## src/rtl/hazard_ctrl_pkg.sv

```systemverilog
// Shared encodings for the pipeline hazard controller: debug FSM states and
// EX-stage operand forwarding selects.
// Optional macro HAZ_PERF_CNT_EN (top level) does not affect this package.
package hazard_pkg;

  typedef enum logic [1:0] {
    ST_RUN    = 2'd0,
    ST_DRAIN  = 2'd1,
    ST_HALTED = 2'd2,
    ST_STEP   = 2'd3
  } dbg_state_e;

  localparam logic [1:0] FWD_RF = 2'b00;  // register file value
  localparam logic [1:0] FWD_EM = 2'b01;  // EX/MEM ALU result
  localparam logic [1:0] FWD_MW = 2'b10;  // MEM/WB write-back value

endpackage

```

## src/rtl/hazard_ctrl_fwd_sel.sv

```systemverilog
// Purpose: pick the forwarding source for one EX-stage operand.
// Latency: purely combinational, zero cycles.
// Backpressure: none; result is valid whenever the inputs are.
module fwd_sel
  import hazard_pkg::*;
(
  input  logic [4:0] rs_i,
  input  logic [4:0] rd_em_i,
  input  logic       we_em_i,
  input  logic [4:0] rd_mw_i,
  input  logic       we_mw_i,
  output logic [1:0] sel_o
);

  // Youngest producer (EX/MEM) wins; x0 is never forwarded.
  always_comb begin
    sel_o = FWD_RF;
    if (we_em_i && (rd_em_i != 5'd0) && (rd_em_i == rs_i)) begin
      sel_o = FWD_EM;
    end else if (we_mw_i && (rd_mw_i != 5'd0) && (rd_mw_i == rs_i)) begin
      sel_o = FWD_MW;
    end
  end

endmodule

```

## src/rtl/hazard_ctrl.sv

```systemverilog
// Purpose: 5-stage RV32I sequencing: load-use stall, branch flush, forwarding, debug halt/step.
// Latency: stall/flush/pc_we/fwd are combinational; halted/dbg_state are registered.
// Backpressure: a load-use stall holds IF/ID and ID/EX for one bubble; debug freeze holds until resume.
// Optional macro HAZ_PERF_CNT_EN builds saturating stall/flush counters; otherwise they read 0.
module hazard_ctrl
  import hazard_pkg::*;
#(
  parameter int unsigned DRAIN_CYCLES = 3,
  parameter int unsigned CNT_W        = 32
) (
  input  logic             CLK,
  input  logic             RST,
  input  logic [4:0]       RS1_ID,
  input  logic [4:0]       RS2_ID,
  input  logic             USE_RS1_ID,
  input  logic             USE_RS2_ID,
  input  logic [4:0]       RS1_DE,
  input  logic [4:0]       RS2_DE,
  input  logic [4:0]       RD_DE,
  input  logic [1:0]       MemRead_DE,
  input  logic [4:0]       RD_EM,
  input  logic             RegWrite_EM,
  input  logic [4:0]       RD_MW,
  input  logic             RegWrite_MW,
  input  logic             branch_taken_E,
  input  logic             halt_req,
  input  logic             resume_req,
  input  logic             step_req,
  output logic             pc_we,
  output logic             flush_FD,
  output logic             flush_DE,
  output logic             stall_FD,
  output logic             stall_DE,
  output logic [1:0]       fwd_a_sel,
  output logic [1:0]       fwd_b_sel,
  output logic             halted,
  output logic [1:0]       dbg_state,
  output logic [CNT_W-1:0] stall_cnt,
  output logic [CNT_W-1:0] flush_cnt
);

  localparam int unsigned DW = (DRAIN_CYCLES > 1) ? $clog2(DRAIN_CYCLES) : 1;
  localparam logic [DW-1:0] DRAIN_LAST = DW'(DRAIN_CYCLES - 1);

  dbg_state_e    state_q;
  logic [DW-1:0] cnt_q;
  logic          halted_q;
  logic          lu;

  fwd_sel u_fwd_a (
    .rs_i    (RS1_DE),
    .rd_em_i (RD_EM),
    .we_em_i (RegWrite_EM),
    .rd_mw_i (RD_MW),
    .we_mw_i (RegWrite_MW),
    .sel_o   (fwd_a_sel)
  );

  fwd_sel u_fwd_b (
    .rs_i    (RS2_DE),
    .rd_em_i (RD_EM),
    .we_em_i (RegWrite_EM),
    .rd_mw_i (RD_MW),
    .we_mw_i (RegWrite_MW),
    .sel_o   (fwd_b_sel)
  );

  // A load in EX whose destination is read by the instruction in ID needs one bubble.
  always_comb begin
    lu = (MemRead_DE != 2'b00) && (RD_DE != 5'd0) &&
         ((USE_RS1_ID && (RS1_ID == RD_DE)) || (USE_RS2_ID && (RS2_ID == RD_DE)));
  end

  // Pipeline-bank controls: branch redirect beats load-use beats debug freeze,
  // except that a frozen (HALTED) pipeline ignores any stray branch.
  always_comb begin
    pc_we    = 1'b1;
    flush_FD = 1'b0;
    flush_DE = 1'b0;
    stall_FD = 1'b0;
    stall_DE = 1'b0;
    if (!RST) begin
      unique case (state_q)
        ST_HALTED: begin
          stall_FD = 1'b1;
          stall_DE = 1'b1;
          pc_we    = 1'b0;
        end
        ST_DRAIN: begin
          if (branch_taken_E) begin
            // Latch the branch target so resume fetches from the right PC.
            flush_FD = 1'b1;
            flush_DE = 1'b1;
          end else begin
            stall_FD = 1'b1;
            stall_DE = 1'b1;
            pc_we    = 1'b0;
          end
        end
        default: begin
          if (branch_taken_E) begin
            flush_FD = 1'b1;
            flush_DE = 1'b1;
          end else if (lu) begin
            stall_FD = 1'b1;
            stall_DE = 1'b1;
            pc_we    = 1'b0;
          end
        end
      endcase
    end
  end

  // Debug FSM: RUN -> DRAIN (empty EX/MEM/WB) -> HALTED; STEP issues one instruction then drains again.
  always_ff @(posedge CLK or posedge RST) begin
    if (RST) begin
      state_q  <= ST_RUN;
      cnt_q    <= '0;
      halted_q <= 1'b0;
    end else begin
      unique case (state_q)
        ST_RUN: begin
          if (halt_req) begin
            state_q <= ST_DRAIN;
            cnt_q   <= '0;
          end
        end
        ST_DRAIN: begin
          if (cnt_q == DRAIN_LAST) begin
            state_q  <= ST_HALTED;
            halted_q <= 1'b1;
          end else begin
            cnt_q <= cnt_q + 1'b1;
          end
        end
        ST_HALTED: begin
          if (resume_req) begin
            state_q  <= ST_RUN;
            halted_q <= 1'b0;
          end else if (step_req) begin
            state_q  <= ST_STEP;
            halted_q <= 1'b0;
          end
        end
        default: begin
          // A load-use bubble means nothing issued; keep trying to step.
          if (!(lu && !branch_taken_E)) begin
            state_q <= ST_DRAIN;
            cnt_q   <= '0;
          end
        end
      endcase
    end
  end

  assign halted    = halted_q;
  assign dbg_state = state_q;

`ifdef HAZ_PERF_CNT_EN
  logic [CNT_W-1:0] stall_cnt_q;
  logic [CNT_W-1:0] flush_cnt_q;

  // Saturating counts of bubble cycles and flush cycles.
  always_ff @(posedge CLK or posedge RST) begin
    if (RST) begin
      stall_cnt_q <= '0;
      flush_cnt_q <= '0;
    end else begin
      if (flush_DE && (flush_cnt_q != '1)) begin
        flush_cnt_q <= flush_cnt_q + 1'b1;
      end
      if (stall_DE && !flush_DE && (stall_cnt_q != '1)) begin
        stall_cnt_q <= stall_cnt_q + 1'b1;
      end
    end
  end

  assign stall_cnt = stall_cnt_q;
  assign flush_cnt = flush_cnt_q;
`else
  assign stall_cnt = '0;
  assign flush_cnt = '0;
`endif

endmodule

```

## config.mk

```make
export PLATFORM = sky130hd
export DESIGN_NAME = hazard_ctrl
export DESIGN_NICKNAME = d
export VERILOG_FILES = /design/src/rtl/hazard_ctrl_pkg.sv /design/src/rtl/hazard_ctrl_fwd_sel.sv /design/src/rtl/hazard_ctrl.sv
export SDC_FILE = /design/constraint.sdc
export NUM_CORES = 1
export LEC_CHECK = 0
export ABC_AREA = 0
export CORE_AREA = 2 2 69 64
export CTS_BUF_LIST = sky130_fd_sc_hd__clkbuf_4
export DETAILED_ROUTE_END_ITERATION = 7
export DIE_AREA = 0 0 71 66
export PLACE_DENSITY = 0.87
export SLEW_MARGIN = 5
export SYNTH_ARGS = -nofsm -noshare
export SYNTH_HDL_FRONTEND = slang
export SYNTH_SLANG_ARGS = --single-unit
```

## constraint.sdc

```tcl
create_clock -name CLK -period 5 [get_ports CLK]
set_input_delay 1 -clock CLK [delete_from_list [all_inputs] [get_ports CLK]]
set_output_delay 1 -clock CLK [all_outputs]
set_load 0.005 [all_outputs]
```

Yosys cells after proc, flatten, opt, wreduce, memory -nomap -nowiden --
Cells that the tools add are included.
Storage, ports and cells: input port bits 47, output and inout bits 76, word-level logic and storage cells 72, register bits 5
Operators by class: bitwise operators 1, reductions and logical operators 22, mux-type cells 30, $add $sub $neg 1, eq/ne operators 15
Operator list (number):
- $eq A5 B5 Y1 | 6
- $mux W2 | 12
- $reduce_bool A5 Y1 | 3
- $mux W1 | 13
- $pmux W2 S3 | 2
- $logic_and A1 B1 Y1 | 11
- $reduce_and A4 Y1 | 2
- $ne A2 B2 Y1 const B | 3
- $pmux W1 S2 | 3
- $eq A2 B2 Y1 const B | 2
- $ne A4 B1 Y1 const B | 1
- $reduce_bool A2 Y1 | 2
- $ne A3 B1 Y1 const B | 1
- $ne A3 B3 Y1 const B | 1
- $reduce_and A3 Y1 | 1
- $add A2 B1 Y2 const B | 1
- $eq A2 B1 Y1 const B | 1
- $logic_not A2 Y1 | 1
- $logic_not A1 Y1 | 1
- $logic_or A1 B1 Y1 | 1
- $not A1 Y1 | 1

Longest topological paths before layout --
Gate-level depths: netlist of the first run.
word-level depth 8, mapped depth 7, mapped depth without buffers 7

Cells and area by module --
A second synthesis of the first run with hierarchy kept.
Second synthesis, totals: cells, all modules 171, area total of the unflattened synthesis 1352.5 um^2
By module, submodules not included:
- hazard_ctrl | area an instance 1049.8 um^2, seq. area each 125.1 um^2, cells an instance 131, instances 1
- fwd_sel | area an instance 151.4 um^2, seq. area each 0.0 um^2, cells an instance 20, instances 2

Worst setup path before layout of the first run --
Ideal clock, no wire load.
path type input to output, from in RD_DE[1], to out stall_FD, path buffers 1, data arrival time 2.161 ns, path slack 1.839 ns, cell stages on the path 6, required time 4.000 ns, cells stage by stage xnor2_1 > nand4_1 > o22ai_1 > nand2_1 > a211oi_1 > buf_4
On the way: cells in the longest elaborated chain, start to end 8, elaborated cells between the ends (all ways) 12, those cells by class eq/ne: 2; mux: 4; reduce/logical: 6
Ends and longest elaborated chain:
- start: declaration | line hazard_ctrl.sv:19 | input logic [4:0] RD_DE,
- $eq A5 B5 Y1 | line hazard_ctrl.sv:71 | ((USE_RS1_ID && (RS1_ID == RD_DE)) || (USE_RS2_ID && (RS2_ID == RD_DE)));
- $logic_and A1 B1 Y1 | line hazard_ctrl.sv:71
- $logic_or A1 B1 Y1 | line hazard_ctrl.sv:71
- $logic_and A1 B1 Y1 * | line hazard_ctrl.sv:70 | lu = (MemRead_DE != 2'b00) && (RD_DE != 5'd0) &&
- $mux W1 * (2 in a row)
- $pmux W1 S2 *
- $mux W1 *
- end: declaration | line hazard_ctrl.sv:32 | output logic stall_FD,
Mark *: on every way between the ends. The rest lies on a longest branch, timed or not.

Final worst setup path of the first run --
from in RD_DE[2], to out stall_FD
On the way: cells in the longest elaborated chain, start to end 8, elaborated cells between the ends (all ways) 12, those cells by class eq/ne: 2; mux: 4; reduce/logical: 6
Ends and longest elaborated chain:
- $eq A5 B5 Y1 | line hazard_ctrl.sv:71
- $logic_and A1 B1 Y1 | line hazard_ctrl.sv:71
- $logic_or A1 B1 Y1 | line hazard_ctrl.sv:71
- $logic_and A1 B1 Y1 * | line hazard_ctrl.sv:70
- $mux W1 * | line hazard_ctrl.sv:104 | end else if (lu) begin
- $mux W1 * | line hazard_ctrl.sv:101 | if (branch_taken_E) begin
- $pmux W1 S2 * | line hazard_ctrl.sv:83 | unique case (state_q)
- $mux W1 * | line hazard_ctrl.sv:82 | if (!RST) begin
Marked as above.

==> results of run 1 <==
==> synthesized netlist by cell type, types with 2 or more instances <==
cell | count | share of area [%]
buf_4 | 66 | 38
xnor2_1 | 16 | 11
xor2_1 | 14 | 9.4
inv_1 | 7 | 2.0
dfrtp_1 | 5 | 9.6
or4_1 | 5 | 2.9
ha_1 | 4 | 3.8
nand2_1 | 4 | 1.1
nor2_1 | 3 | 0.86
nor3_1 | 3 | 1.1
o21ai_0 | 3 | 1.1
o21ai_1 | 3 | 1.1
a211oi_1 | 2 | 1.1
a21oi_1 | 2 | 0.77
mux2i_1 | 2 | 1.5
nand2b_1 | 2 | 0.96
nand3_1 | 2 | 0.77
nand4_1 | 2 | 0.96
nor4_1 | 2 | 0.96
nor4_2 | 2 | 1.9
==> stage by stage <==
step / instances / total power, mW / utilization, % / worst slack (ps) / cell area, um^2
2_1_floorplan: 225 / 0.304 / - / 1840 / 1540
3_3_place_gp: 264 / 0.380 / 42.2 / 861 / 1690
3_5_place_dp: 264 / 0.391 / 42.2 / 799 / 1690
4_1_cts: 268 / 0.451 / 43.0 / 796 / 1720
5_1_grt: 268 / 0.490 / 43.0 / 674 / 1720
6_report: 268 / 0.451 / 43.0 / 805 / 1720
==> per-layer routing <==
metal / global-route usage, % / routed length [um]
met1: 11.0 / 985
met2: 23.7 / 1620
met3: 2.44 / 258
met4: 5.42 / 0
met5: 0 / 0
==> layout make-up <==
| cell class | count | area (um^2) | area share [%] |
|---|---|---|---|
| inverters | 7 | 26.3 | 1.53 |
| multi-input cells | 146 | 893 | 52.1 |
| well taps | 48 | 60.1 | 3.50 |
| flip-flops and latches | 5 | 125 | 7.29 |
| clock buffers | 4 | 30.0 | 1.75 |
| repair buffers | 58 | 581 | 33.8 |
==> critical path, delay by kind of cell <==
| family | cells | cell delay (ps) |
|---|---|---|
| buffers and inverters | 2 | 1100 |
| AO/OA/AOI/OAI | 2 | 660 |
| AND/OR/NAND/NOR | 2 | 300 |
| XOR/XNOR | 1 | 140 |
==> kinds of logic (layout without fill, tap and decap cells) <==
group,after synthesis,count (layout),share of synthesized area (%)
AND/OR/NAND/NOR,26,26,12.2
buffers and inverters,74,69,40.2
other,1,64,0.287
AO/OA/AOI/OAI,20,20,12.3
adder cells (fa/ha/maj),4,4,3.83
XOR/XNOR,30,30,20.1
multiplexers,2,2,1.53
flip-flops,5,5,9.57
==> worst paths after layout <==
kind,from,end,slack (ps),cells after the start
worst max-delay path,RD_DE[2],stall_FD,810,7
worst min-delay path,halted$_DFFE_PP0P_,halted$_DFFE_PP0P_,540,1
worst max register to register,dbg_state[0]$_DFFE_PP0P_,dbg_state[0]$_DFFE_PP0P_,3290,6
worst min register to register,halted$_DFFE_PP0P_,halted$_DFFE_PP0P_,540,1
max in group asynchronous,RST,dbg_state[1]$_DFFE_PP0P_,3780,2
min in group asynchronous,RST,cnt_q[0]$_DFFE_PP0P_,1040,2
==> power by group through the flow <==
stage / clock, mW / sequential, mW / combinational, mW
final: 0.0571 / 0.0774 / 0.317
after global routing: 0.0614 / 0.0808 / 0.348
after CTS: 0.0596 / 0.0774 / 0.314
after detailed placement: 0 / 0.0780 / 0.313
after global placement: 0 / 0.0769 / 0.303
after floorplan: 0 / 0.0747 / 0.230
==> sequential cells by signal, summed over array words and instances, names as in the netlist <==
register / count
cnt_q: 2
halted: 1
dbg_state: 2
==> out/metrics.cfg, run 1 <==
[power_and_ir_drop]
p_comb_share_pct=70.2
seq_power_share_pct=17.2
pwr_density_cell_nw_per_um2=263
p_switching_uw=192
p_clk_share_pct=12.6
vdd_drop_max_uv=184
total_leakage_power_nw=0.745
switching_share_pct=42.6
intPower_uw=259

[cts]
clkTransAtPathRegs_ps=50
numCtsBuffers=3
holdBufCountCts=0
cts_tree=built
insertion_delay_ps=250
cts_resized=0
cts_max_path_buffers=2
cts_setup_buffers=0
cts.htree.levels=1
cts_num_sinks=5
clock-root-buffer=clkbuf_4

[setup_path]
startpoint_type=primary input
cp_slowest_stage_delay_ps=570
critPathKind=in2out
worst_setup_path_end_kind=primary output
worstPathCellList=clkdlybuf4s50_1 > xnor2_1 > nand4_1 > o22ai_1 > nand2_1 > a211oi_1 > clkdlybuf4s50_1
critPathSlowestCell=clkdlybuf4s50_1
cp_max_fo=4
cp.arrival_ps=3190
cp_common_cell=clkdlybuf4s50_1
required_ps=4000

[place]
place.gp.congestion=0.882
port_buffers=58
dpl.hpwl_um=2550

[routing]
detail-route-antenna-nets=0
remaining_drc_errors=0
drt_iter0_markers=15
drt_pre_antenna_iters=4
postRouteWirelength_um=2860
via_per_inst=4.15
post_drt_wl_per_cell_um=10.7
vias=1113

[logic_synthesis]
netlist_instances=162
yosys_warnings=0
synthArstFlopShare_pct=100
synthDistinctLibCells=33
ys_seq_area_share_pct=9.57
synth_edf_count=0
synth_seq_cells=5
avgSynthCellArea_um2=8.07
synth_flop_cell=dfrtp_1
syn-cell-area_um2=1310

[sta]
max_freq_mhz=238
slew_violations=0
worstMarginPinSlew_ps=574
fin_crit_ps=4190
slew_headroom_pct=61.4
setup_violations=0
whs_ps=542
finClkSkew_ps=0.676
rsz0062_at_grt=false
finalSetupTns_ps=0
hold_viol_final=0
fin_crit_sh_pct=83.9

[run_status]
outcome=complete, no violations

[floorplanning]
die_x_um=71
core_um2=3990
io_pins=123
placementRows=22
die_y_um=66
die_area_um2=4690
start_util_pct=32.8

[global_routing]
grt_overflow=0
antenna_found_initial=0
grt_max_degree=11
grt_pass1_wl_um=4370
grt_util_all_layers_pct=11.6
grt_pass1_vias=1049

[finish]
layout_common_cells=64 x conb_1, 58 x clkdlybuf4s50_1, 16 x xnor2_1
area_growth_pct=31.2
layout_commonest_cell=conb_1
nFillCells=401
diodes=0
num-nets-final=272
drive_gt1_share_pct=3.64

[flow_run]
maxCapViolCount=0

[hold_path]
min_path_type=reg2reg

(Power assumes the default switching activity.)
==> inputs of run 2 (changes only) <==
--- a/config.mk
+++ b/config.mk
@@ -6,11 +6,11 @@
 export NUM_CORES = 1
 export LEC_CHECK = 0
 export ABC_AREA = 0
-export CORE_AREA = 2 2 69 64
+export CORE_AREA = 2 2 76 70
 export CTS_BUF_LIST = sky130_fd_sc_hd__clkbuf_4
 export DETAILED_ROUTE_END_ITERATION = 7
-export DIE_AREA = 0 0 71 66
-export PLACE_DENSITY = 0.87
+export DIE_AREA = 0 0 78 72
+export PLACE_DENSITY = 0.76
 export SLEW_MARGIN = 5
 export SYNTH_ARGS = -nofsm -noshare
 export SYNTH_HDL_FRONTEND = slang
==> constraint.sdc (replaced) <==
create_clock -name CLK -period 3.8 [get_ports CLK]
set_input_delay 0.76 -clock CLK [delete_from_list [all_inputs] [get_ports CLK]]
set_output_delay 0.76 -clock CLK [all_outputs]
set_load 0.005 [all_outputs]
==> run 2 against run 1 <==
Net effect: worst hold slack got worse by 15 ps; via count shrank 0.72%; largest power group unchanged; clock skew up 5.1 ps; routed wire length up 1.4%; utilization is 6.6 points lower; sequential power is 32% higher; count of clock-buffer cells in the layout stayed put.
==> out/metrics.cfg, run 2 (synthesis gave the netlist of run 1 again) <==
[floorplanning]
die_y_um=72
io_pins=123
start_util_pct=27.2
placementRows=24
die_x_um=78
die_area_um2=5620
core_um2=4800

[flow_run]
maxCapViolCount=0

[hold_path]
hold-path-endpoint=cnt_q[0]$_DFFE_PP0P_
min_from=cnt_q[0]$_DFFE_PP0P_
whs_path_depth=2
min_path_type=reg2reg

[sta]
finClkSkew_ps=5.82
fin_crit_ps=3670
slew_headroom_pct=64.4
rsz0062_at_grt=false
hold_viol_final=0
slew_violations=0
finalSetupTns_ps=0
fin_crit_sh_pct=96.6
max_freq_mhz=273
worstMarginPinSlew_ps=529
setup_violations=0

[global_routing]
grt_pass1_vias=1077
grt_pass1_wl_um=4540
grt_util_all_layers_pct=9.77
antenna_found_initial=0
grt_overflow=0
grt_max_degree=11

[setup_path]
required_ps=3040
rr_worst_depth=6
r2r_start=dbg_state[0]$_DFFE_PP0P_
cp_slowest_stage_delay_ps=560
r2r-end=dbg_state[0]$_DFFE_PP0P_
startpoint_type=primary input
worstPathCellList=clkdlybuf4s50_1 > or4_1 > o21ai_1 > or4_1 > nor4_2 > clkdlybuf4s50_1
cp.arrival_ps=2910
worst_setup_path_end_kind=primary output
cp_max_fo=3
rrSetupSlack_ps=2040
critPathKind=in2out
critPathSlowestCell=or4_1

[power_and_ir_drop]
vdd_drop_max_uv=353
total_leakage_power_nw=0.751
p_total_uw=596
pwr_density_cell_nw_per_um2=341

[cts]
holdBufCountCts=0
cts_tree=built
cts_num_sinks=5
cts.htree.levels=1
cts_max_path_buffers=2
insertion_delay_ps=250
cts_setup_buffers=0
numCtsBuffers=3
clkTransAtPathRegs_ps=50
clock-root-buffer=clkbuf_4

[routing]
detail-route-antenna-nets=0
drt_iter0_markers=19
vias=1105
post_drt_wl_per_cell_um=10.2
postRouteWirelength_um=2900
via_per_inst=3.86
drt_pre_antenna_iters=4
remaining_drc_errors=0

[run_status]
outcome=complete, no violations

[finish]
layout_common_cells=64 x conb_1, 58 x clkdlybuf4s50_1, 16 x xnor2_1
layout_commonest_cell=conb_1
num-nets-final=273
diodes=0
drive_gt1_share_pct=4.52
nFillCells=512
area_growth_pct=33.8

[place]
port_buffers=58
dpl.hpwl_um=2660
place.gp.congestion=0.848

==> run 2: changes by cell type in the layout (fill, tap and decap cells not counted), sizes merged <==
cell	before	now
buf	0	1
==> run 2: critical path, delay by kind of cell <==
| kind | cells | cell delay, ps |
|---|---|---|
| AO/OA/AOI/OAI | 1 | 60 |
| AND/OR/NAND/NOR | 3 | 1000 |
| buffers and inverters | 2 | 1090 |
==> run 2: power breakdown <==
group,total [mW],leakage (nW),switching [mW],internal (mW)
clock network,0.0715,0.0184,0.0245,0.0470
logic,0.423,0.672,0.204,0.219
registers,0.102,0.0605,0.0232,0.0784
==> run 2: how the worst max path moves through the flow <==
stage	from	end	slack (ps)	cells past startpoint
finish	RD_MW[3]	fwd_b_sel[1]	130	6
CTS	RD_EM[0]	fwd_b_sel[1]	100	6
global route	RD_MW[2]	fwd_b_sel[1]	7	6
global placement	RD_DE[3]	stall_DE	140	7
floorplan	RD_DE[1]	stall_FD	1120	6
detailed placement	RD_EM[0]	fwd_b_sel[1]	100	6
==> run 2: routing by layer <==
metal  vias to the layer above  track usage, %  routed length [um]
met4                         0            1.95                   0
met3                         0            1.99                 260
met2                        66            20.3                1630
met5                         -               0                   0
li1                        538               -                   -
met1                       501            10.0                1010
==> run 2: per-stage QoR <==
step                      setup slack [ps]  std cells  hold slack [ps]  instance area [um^2]  utilization [%]
final                                  131        286              528                  1750             36.4
after global routing                  7.05        286              552                  1750             36.4
after detailed placement               100        282              512                  1710             35.7
after floorplan                       1120        225              480                  1540                -
after CTS                             96.9        286              521                  1740             36.3
after global placement                 141        282              496                  1710             35.7
==> run 2: what timing repair did <==
action | CTS | global route
gates resized for setup | 0 | 1
hold endpoints to repair | 0 | 0
endpoints found under the setup margin | 0 | 3
==> run 2: final cells by class <==
type	instances	area, um^2	share of cell area, %
Timing Repair Buffer	59	588	33.6
Tap cell	65	81.3	4.65
Clock buffer	4	30.0	1.72
Inverter	7	26.3	1.50
Multi-Input combinational cell	146	898	51.4
Sequential cell	5	125	7.15
